## config.mk

```make
export PLATFORM = sky130hd
export DESIGN_NAME = parking_zone_manager
export DESIGN_NICKNAME = d
export VERILOG_FILES = /design/src/rtl/parking_zone_manager.sv
export SDC_FILE = /design/constraint.sdc
export NUM_CORES = 1
export LEC_CHECK = 0
export BUFFER_PORTS_ARGS = -buffer_cell sky130_fd_sc_hd__buf_4
export CORE_UTILIZATION = 45
export DETAILED_ROUTE_END_ITERATION = 8
export PLACE_DENSITY_LB_ADDON = 0.12
export SKIP_LAST_GASP = 1
export SLEW_MARGIN = 20
export SYNTH_ARGS = -nofsm -noshare
export SYNTH_HDL_FRONTEND = slang
export SYNTH_SLANG_ARGS = --single-unit
export TNS_END_PERCENT = 30
```

## constraint.sdc

```tcl
create_clock -name clk -period 12.7 [get_ports clk]
set_clock_uncertainty 0.2 [all_clocks]
set_input_delay 0.635 -clock clk [delete_from_list [all_inputs] [get_ports clk]]
set_output_delay 0.635 -clock clk [all_outputs]
set_load 0.05 [all_outputs]
```

## src/rtl/parking_zone_manager.sv

```systemverilog
// parking_zone_manager
// Two-class (university / general) parking occupancy manager with a built-in
// hour counter and an afternoon university-capacity release schedule.
// Optional feature: define UNI_OVERFLOW_EN to let university cars borrow
// general-zone spaces when the university zone is full. Without the macro the
// borrow counter is tied to zero and such entries are rejected.
module parking_zone_manager #(
    parameter int CNT_W          = 10,
    parameter int TOTAL_CAP      = 700,
    parameter int UNI_CAP_MAX    = 500,
    parameter int UNI_CAP_MIN    = 200,
    parameter int REL_START      = 13,
    parameter int REL_STEP       = 50,
    parameter int TICKS_PER_HOUR = 3600000,
    parameter int START_HOUR     = 8
) (
    input  logic             clk,
    input  logic             reset,
    input  logic             car_entered,
    input  logic             car_exited,
    input  logic             is_uni_car_entered,
    input  logic             is_uni_car_exited,
    output logic [CNT_W-1:0] uni_parked_car,
    output logic [CNT_W-1:0] parked_car,
    output logic [CNT_W-1:0] uni_vacated_space,
    output logic [CNT_W-1:0] vacated_space,
    output logic             uni_is_vacated_space,
    output logic             is_vacated_space,
    output logic             entry_granted,
    output logic             entry_rejected,
    output logic             exit_error,
    output logic [4:0]       hour
);

    // Request/response contract: car_entered / car_exited are single-cycle
    // events sampled on every rising edge (no back-pressure, each high cycle is
    // one car). The decision pulses entry_granted / entry_rejected / exit_error
    // are high for exactly the cycle after the sampled request; counts and
    // free-space outputs reflect the request from that same cycle onward.

    localparam int WW   = CNT_W + 6;
    localparam int PS_W = (TICKS_PER_HOUR > 1) ? $clog2(TICKS_PER_HOUR) : 1;

    logic [PS_W-1:0]  ps_q, ps_d;
    logic [4:0]       hour_q, hour_d;
    logic [CNT_W-1:0] uni_zone_q, uni_zone_d;
    logic [CNT_W-1:0] gen_occ_q, gen_occ_d;
    logic [CNT_W-1:0] uni_borrow;
    logic             granted_q, granted_d;
    logic             rejected_q, rejected_d;
    logic             exit_err_q, exit_err_d;

    logic [WW-1:0]    rel_steps, rel_amount;
    logic [CNT_W-1:0] uni_cap, gen_cap, uni_vac, gen_vac;
    logic [CNT_W:0]   gen_used;
    logic             uni_free, gen_free;

`ifdef UNI_OVERFLOW_EN
    logic [CNT_W-1:0] uni_borrow_q, uni_borrow_d;

    // University cars parked in the general zone
    always_ff @(posedge clk or posedge reset) begin
        if (reset) uni_borrow_q <= '0;
        else       uni_borrow_q <= uni_borrow_d;
    end

    assign uni_borrow = uni_borrow_q;
`else
    assign uni_borrow = '0;
`endif

    // University capacity schedule: full before the release hour, then shrinks
    // by REL_STEP per hour (inclusive of the release hour) down to the floor.
    always_comb begin
        rel_steps  = WW'(hour_q) - WW'(REL_START) + WW'(1);
        rel_amount = rel_steps * WW'(REL_STEP);
        if (hour_q < 5'(REL_START))
            uni_cap = CNT_W'(UNI_CAP_MAX);
        else if (rel_amount >= WW'(UNI_CAP_MAX - UNI_CAP_MIN))
            uni_cap = CNT_W'(UNI_CAP_MIN);
        else
            uni_cap = CNT_W'(WW'(UNI_CAP_MAX) - rel_amount);
    end

    // Free space per zone; occupancy above a freshly shrunk capacity reads 0
    always_comb begin
        gen_cap  = CNT_W'(TOTAL_CAP) - uni_cap;
        gen_used = {1'b0, gen_occ_q} + {1'b0, uni_borrow};
        gen_vac  = ({1'b0, gen_cap} > gen_used) ? gen_cap - gen_used[CNT_W-1:0] : '0;
        uni_vac  = (uni_cap > uni_zone_q) ? uni_cap - uni_zone_q : '0;
        uni_free = (uni_vac != '0);
        gen_free = (gen_vac != '0);
    end

    // Entry/exit decisions on pre-exit occupancy; counters take the net result
    always_comb begin
        uni_zone_d = uni_zone_q;
        gen_occ_d  = gen_occ_q;
`ifdef UNI_OVERFLOW_EN
        uni_borrow_d = uni_borrow_q;
`endif
        granted_d  = 1'b0;
        rejected_d = 1'b0;
        exit_err_d = 1'b0;

        if (car_entered) begin
            if (is_uni_car_entered) begin
                if (uni_free) begin
                    uni_zone_d = uni_zone_d + CNT_W'(1);
                    granted_d  = 1'b1;
                end
`ifdef UNI_OVERFLOW_EN
                else if (gen_free) begin
                    uni_borrow_d = uni_borrow_d + CNT_W'(1);
                    granted_d    = 1'b1;
                end
`endif
                else begin
                    rejected_d = 1'b1;
                end
            end else if (gen_free) begin
                gen_occ_d = gen_occ_d + CNT_W'(1);
                granted_d = 1'b1;
            end else begin
                rejected_d = 1'b1;
            end
        end

        if (car_exited) begin
            if (is_uni_car_exited) begin
`ifdef UNI_OVERFLOW_EN
                if (uni_borrow_q != '0)
                    uni_borrow_d = uni_borrow_d - CNT_W'(1);
                else
`endif
                if (uni_zone_q != '0)
                    uni_zone_d = uni_zone_d - CNT_W'(1);
                else
                    exit_err_d = 1'b1;
            end else if (gen_occ_q != '0) begin
                gen_occ_d = gen_occ_d - CNT_W'(1);
            end else begin
                exit_err_d = 1'b1;
            end
        end
    end

    // Hour prescaler and 0..23 hour counter
    always_comb begin
        ps_d   = ps_q + PS_W'(1);
        hour_d = hour_q;
        if (ps_q == PS_W'(TICKS_PER_HOUR - 1)) begin
            ps_d   = '0;
            hour_d = (hour_q == 5'd23) ? 5'd0 : hour_q + 5'd1;
        end
    end

    // State registers
    always_ff @(posedge clk or posedge reset) begin
        if (reset) begin
            ps_q       <= '0;
            hour_q     <= 5'(START_HOUR);
            uni_zone_q <= '0;
            gen_occ_q  <= '0;
            granted_q  <= 1'b0;
            rejected_q <= 1'b0;
            exit_err_q <= 1'b0;
        end else begin
            ps_q       <= ps_d;
            hour_q     <= hour_d;
            uni_zone_q <= uni_zone_d;
            gen_occ_q  <= gen_occ_d;
            granted_q  <= granted_d;
            rejected_q <= rejected_d;
            exit_err_q <= exit_err_d;
        end
    end

    assign uni_parked_car       = uni_zone_q + uni_borrow;
    assign parked_car           = gen_occ_q;
    assign uni_vacated_space    = uni_vac;
    assign vacated_space        = gen_vac;
    assign uni_is_vacated_space = uni_free;
    assign is_vacated_space     = gen_free;
    assign entry_granted        = granted_q;
    assign entry_rejected       = rejected_q;
    assign exit_error           = exit_err_q;
    assign hour                 = hour_q;

endmodule
```

After elaboration in Yosys (flattened, before gate mapping)
Cells that the tools add are included.
{"block": "classes", "order_cmp": 4, "mux": 30, "mul": 1, "n_eq_ne": 2, "n_addsub": 12, "reduce_logical": 4}
{"op": "$mux 10", "count": 16}
{"op": "$reduce_bool 10->1", "count": 4}
{"op": "$add 22x1->22 const B", "count": 1}
{"op": "$eq 22x22->1 const B", "count": 1}
{"op": "$mux 22", "count": 1}
{"op": "$add 10x1->10 const B", "count": 2}
{"op": "$gt 10x10->1", "count": 2}
{"op": "$sub 10x1->10 const B", "count": 2}
{"op": "$sub 10x10->10", "count": 2}
{"op": "$ge 16x9->1 const B", "count": 1}
{"op": "$mul 16x5->15 const B", "count": 1}
{"op": "$mux 1", "count": 12}
{"op": "$sub 10x10->10 const A", "count": 1}
{"op": "$sub 9x10->10 const A", "count": 1}
{"op": "$add 6x2->7 const B", "count": 1}
{"op": "$sub 5x4->6 const B", "count": 1}
{"op": "$add 5x1->5 const B", "count": 1}
{"op": "$eq 5x5->1 const B", "count": 1}
{"op": "$lt 5x4->1 const B", "count": 1}
{"op": "$mux 5", "count": 1}
{"block": "word_totals", "output_inout_bits": 50, "wordCells": 60, "input_bits": 6, "ff_bits": 50}

Depth between registers and ports, before layout
{"block": "logic_depth", "depth_word": 17, "ltp_mapped": 40, "depth_no_buf": 40}

Least setup slack after synthesis
OpenSTA, ideal clock, no wires.
{"block": "synth_timing", "path_type": "register to register", "from": "register hour_q[0], in the netlist hour[0]", "to": "register uni_zone_q[6]", "path_stages_with_launch": 38, "setup_time_ns": 0.128, "path_slack_ns": 3.228, "n_path_buf": 1, "t_arrival_ns": 9.144, "period_less_slack_ns": 9.472, "t_required_ns": 12.372, "path_cell_list": "dfrtp_1 > inv_1 > ha_1 > nor2_1 > nand2_1 > inv_1 > maj3_1 > nor2_1 > ha_1 > ha_1 > inv_1 > fa_1 > inv_1 > ha_1 > nor2b_1 > o21ai_0 > nand2b_1 > or3_1 > [... 2 more ...] > nor3_1 > ha_1 > ha_1 > nand3_1 > nor2_1 > a31oi_1 > nor2_1 > clkbuf_1 > nor2_1 > nand2_1 > mux2i_1 > ha_1 > and3_1 > o2111ai_1 > nor3_1 > or3b_4 > and3_1 > xnor2_1"}
{"block": "synth_between", "elab_chain_len": 16, "word_cells_on_any_way": 19, "cone_classes": "add/sub: 5; mul: 1; order compare: 3; mux: 9; reduce/logical: 1"}
{"item": "from (decl)", "line_no": "45", "source": "logic [4:0] hour_q, hour_d;"}
{"item": "from (signal assigned)", "line_no": "162", "source": "hour_q <= 5'(START_HOUR);"}
{"item": "from (signal assigned)", "line_no": "170", "source": "hour_q <= hour_d;"}
{"item": "$sub 5x4->6", "line_no": "75", "source": "rel_steps = WW'(hour_q) - WW'(REL_START) + WW'(1);"}
{"item": "$add 6x2->7", "line_no": "75"}
{"item": "$mul 16x5->15", "line_no": "76", "source": "rel_amount = rel_steps * WW'(REL_STEP);"}
{"item": "$ge 16x9->1 or $sub 9x10->10 (tied branches)", "line_no": "79, 82"}
{"item": "$mux 10", "line_no": "79", "source": "else if (rel_amount >= WW'(UNI_CAP_MAX - UNI_CAP_MIN))"}
{"item": "$mux 10 *", "line_no": "77", "source": "if (hour_q < 5'(REL_START))"}
{"item": "$sub 10x10->10 or $gt 10x10->1 (tied branches)", "line_no": "90", "source": "uni_vac = (uni_cap > uni_zone_q) ? uni_cap - uni_zone_q : '0;"}
{"item": "$mux 10 *", "line_no": "90"}
{"item": "[... 1 more ...]"}
{"item": "net uni_is_vacated_space", "line_no": "27", "source": "output logic uni_is_vacated_space,"}
{"item": "$mux 10 *", "line_no": "108", "source": "if (uni_free) begin"}
{"item": "$mux 10 *", "line_no": "107", "source": "if (is_uni_car_entered) begin"}
{"item": "$mux 10 *", "line_no": "106", "source": "if (car_entered) begin"}
{"item": "$sub 10x1->10", "line_no": "137", "source": "uni_zone_d = uni_zone_d - CNT_W'(1);"}
{"item": "$mux 10", "line_no": "136", "source": "if (uni_zone_q != '0)"}
{"item": "$mux 10", "line_no": "130", "source": "if (is_uni_car_exited) begin"}
{"item": "$mux 10 *", "line_no": "129", "source": "if (car_exited) begin"}
{"item": "net uni_zone_d[6]", "line_no": "46", "source": "logic [CNT_W-1:0] uni_zone_q, uni_zone_d;"}
{"item": "to (signal assigned)", "line_no": "171", "source": "uni_zone_q <= uni_zone_d;"}
{"item": "to (decl)", "line_no": "46"}
Mark *: on every way through the listed nets, which the timed path passes. The rest lies on a longest branch.
A chain may end at the register's enable or synchronous reset.

Worst setup path in the final report
{"block": "layout_timing", "from": "register hour_q[0], in the netlist hour[0]", "to": "register gen_occ_q[6], in the netlist parked_car[6]"}
{"block": "layout_between", "elab_chain_len": 17, "word_cells_on_any_way": 20, "cone_classes": "add/sub: 6; mul: 1; order compare: 3; mux: 9; reduce/logical: 1"}
{"item": "$sub 5x4->6", "line_no": "75"}
{"item": "$add 6x2->7", "line_no": "75"}
{"item": "$mul 16x5->15", "line_no": "76"}
{"item": "$ge 16x9->1 or $sub 9x10->10 (tied branches)", "line_no": "79, 82"}
{"item": "$mux 10", "line_no": "79"}
{"item": "$mux 10 *", "line_no": "77"}
{"item": "$sub 10x10->10 *", "line_no": "87", "source": "gen_cap = CNT_W'(TOTAL_CAP) - uni_cap;"}
{"item": "$sub 10x10->10 or $gt 10x10->1 (tied branches)", "line_no": "89", "source": "gen_vac = ({1'b0, gen_cap} > gen_used) ? gen_cap - gen_used[CNT_W-1:0] : '0;"}
{"item": "[... 2 more ...]"}
{"item": "$mux 10 *", "line_no": "121", "source": "end else if (gen_free) begin"}
{"item": "$mux 10 *", "line_no": "107"}
{"item": "$mux 10 *", "line_no": "106"}
{"item": "$sub 10x1->10", "line_no": "141", "source": "gen_occ_d = gen_occ_d - CNT_W'(1);"}
{"item": "$mux 10", "line_no": "140", "source": "end else if (gen_occ_q != '0) begin"}
{"item": "$mux 10", "line_no": "130"}
{"item": "$mux 10 *", "line_no": "129"}
{"item": "net gen_occ_d[6]", "line_no": "47", "source": "logic [CNT_W-1:0] gen_occ_q, gen_occ_d;"}
{"item": "to (signal assigned)", "line_no": "172", "source": "gen_occ_q <= gen_occ_d;"}
{"item": "to (decl)", "line_no": "47"}
Marked as above.

==> results.json <==
{
  "outcome": "finished clean",
  "setup-violations-final": 0,
  "ys_ff_latch": 50,
  "numCtsBuffers": 5,
  "clock_path_buffers": 2,
  "reg2regPathDepth": 38,
  "cp_slowest_cell": "nor3_1",
  "drv_slew": 0,
  "finalHoldViolCount": 0,
  "required_ns": 12.68,
  "p_sw_share_pct": 50.5,
  "rsz0062_at_grt": "false",
  "hold_depth": 1,
  "dp_slack_ns": 2.58,
  "gr-total-overflow": 0,
  "fin_hold_ws_ns": 0.270,
  "antenna_found_initial": 0,
  "start_kind": "flop",
  "final_nets": 753,
  "layout_worst_path_cycle_share_pct": 80.5,
  "synth_edf_count": 0,
  "grt_pass1_vias": 4320,
  "drc": 0,
  "tightestPinTransition_ns": 0.796,
  "gp_congestion": 0.865,
  "placed_cells_incl_taps": 826,
  "seq_area_frac_synth_pct": 23.8,
  "coreArea_um2": 11400,
  "setup.worst_path.end_class": "flop",
  "grt_pass1_wl_mm": 20.0,
  "root_buffer": "clkbuf_16",
  "combPwrFrac_pct": 59.6,
  "viasPerCell": 5.53,
  "ir_drop_mv": 0.154,
  "cts_setup_buffers": 0,
  "portBuffers": 55,
  "seqCellArea_um2": 1250,
  "synthCells": 639,
  "finalNonFillerCells": 834,
  "vias": 4608,
  "power_switching_mw": 0.464,
  "nFillCells": 1075,
  "fmax_ghz": 0.0979,
  "tns_ns": 0,
  "ys_warn_count": 0,
  "dr.pass1.iters": 5,
  "cts-resized-gates": 0,
  "postRouteWirelength_mm": 12.2,
  "fin_crit_ns": 10.22,
  "layout-drive-gt1-share_pct": 11.3,
  "rows": 39,
  "diodes": 0,
  "total_power_mw": 0.919,
  "syn_area_um2": 5260,
  "die_w_um": 110,
  "cpMostUsedCell": "ha_1",
  "clkTransAtPathRegs_ns": 0.07,
  "crit_fanout": 9,
  "boundaryPins": 56,
  "grt_max_degree": 51,
  "drv_cap": 0,
  "wire_per_inst_um": 14.7,
  "crit_type": "reg -> reg",
  "worstPathArrival_ns": 10.20,
  "cts.sinks": 50,
  "ant_nets": 0,
  "final_util_pct": 52.4,
  "drtIter0Drc": 216,
  "synthArstFlopShare_pct": 100,
  "start_util_pct": 46.1,
  "intPower_mw": 0.455,
  "syn_nets": 702,
  "seqPwrFrac_pct": 23.7,
  "die_h_um": 110,
  "p_leak_nw": 2.72,
  "cts_tree": "yes",
  "ctsHtreeMaxLevel": 2,
  "setup_ws_ns": 2.48,
  "p_clk_share_pct": 16.7,
  "grtUsageTotal_pct": 20.8,
  "slew_headroom_pct": 46.5,
  "synth.distinct_cells": 62,
  "dp_hpwl_mm": 9.90,
  "fin_area_um2": 5990,
  "synth.avg_cell_area_um2": 8.24,
  "hp-class": "reg -> reg",
  "synthFlopType": "dfrtp_1",
  "powerDensity_nw_per_um2": 153,
  "hold_buffers": 0,
  "placed_area_um2": 5820,
  "clk_latency_ns": 0.30,
  "syn_to_final_growth_pct": 13.8,
  "die_area_um2": 12100,
  "critPathMaxStageDelay_ns": 0.64,
  "multi_input_area_um2": 3760
}
worst paths after layout:
path	slack [ns]	from	endpoint
setup / recovery	2.48	hour[0]$_DFFE_PP0N_	parked_car[6]$_DFF_PP0_
hold / removal	0.27	ps_q[4]$_DFF_PP0_	ps_q[4]$_DFF_PP0_
setup reg to reg	2.48	hour[0]$_DFFE_PP0N_	parked_car[6]$_DFF_PP0_
hold reg to reg	0.27	ps_q[4]$_DFF_PP0_	ps_q[4]$_DFF_PP0_
max in group asynchronous	11.56	reset	entry_rejected$_DFF_PP0_
min in group asynchronous	0.30	reset	hour[2]$_DFFE_PP0N_
worst max-delay path: cells and delay by family (launching register included):
family          cells  cell delay (ns)
simple gates       13             3.14
mux                 1             0.28
buf+inv             6             0.54
fa+ha+maj           9             3.02
compound gates      7             2.06
xor+xnor            2             0.34
flops               1             0.48
cell families after synthesis:
group           Yosys count  synth area share, %
compound gates          111                 14.6
xor+xnor                 93                 15.5
fa+ha+maj                59                 15.1
buf+inv                  65                 4.68
flops                    50                 23.8
mux                       9                 1.74
other cells               1               0.0713
simple gates            251                 24.6
cell usage after synthesis, types with 6 or more instances:
cell type,number,area [um2]
and3_1,11,68.8
nand4_1,14,87.6
nor2b_1,10,62.6
a211oi_1,6,45.0
nor3_1,17,85.1
nor4_1,8,50.1
inv_1,52,195
mux2i_1,8,80.1
o21ai_0,19,95.1
a21oi_1,30,150
fa_1,8,160
clkbuf_1,11,41.3
a21o_1,8,60.1
nand3_1,29,145
nand2_1,46,173
dfrtp_1,49,1230
nor2_1,64,240
nand2b_1,6,37.5
xnor2_1,57,499
and2_1,17,106
o211ai_1,7,52.6
o2111ai_1,6,52.6
nor3b_1,6,45.0
ha_1,49,613
xor2_1,36,315
layout by cell type (no fill, tap or decap), drive strengths merged, types with 3 or more instances in the layout:
cell	count
o21a	5
inv	52
xor2	36
buf	57
nand2	46
or3	7
nor2	64
ha	49
a31oi	4
nand4	14
nor2b	10
clkbuf	5
xnor2	57
and4	5
o211ai	7
a21o	8
and3b	3
fa	8
and2	17
nand2b	6
a21oi	31
dfrtp	49
nor4	8
o2111ai	6
a211oi	6
and3	11
o21ai	19
nor3b	6
nor3	17
mux2i	8
nand3	29
layer usage:
layer	wire [um]	up-vias	track usage (%)
li1	-	2342	-
met1	5780	2158	27.5
met2	5760	93	35.3
met3	534	15	3.64
met4	141	0	4.89
met5	0	-	0
power groups by stage:
stage | Combinational, mW | Clock, mW | Sequential (mW)
global placement | 0.543 | 0 | 0.219
finish | 0.548 | 0.154 | 0.217
detailed placement | 0.547 | 0 | 0.219
global route | 0.591 | 0.162 | 0.220
floorplan | 0.358 | 0 | 0.270
CTS | 0.549 | 0.157 | 0.216
state kept, by name, indices dropped and copies added, names as in the netlist:
name            flops
entry_rejected      1
uni_zone_q         10
hour                5
exit_error          1
parked_car         10
entry_granted       1
ps_q               22
layout make-up:
type,count,share of cell area (%)
clock inverter,3,0.752
tap,143,2.99
sequential,50,20.9
clock buffer,5,2.09
inverter,52,3.26
timing repair buffer,57,7.15
multi-input combinational,524,62.9
No activity file was read; power rests on OpenSTA's default activity.
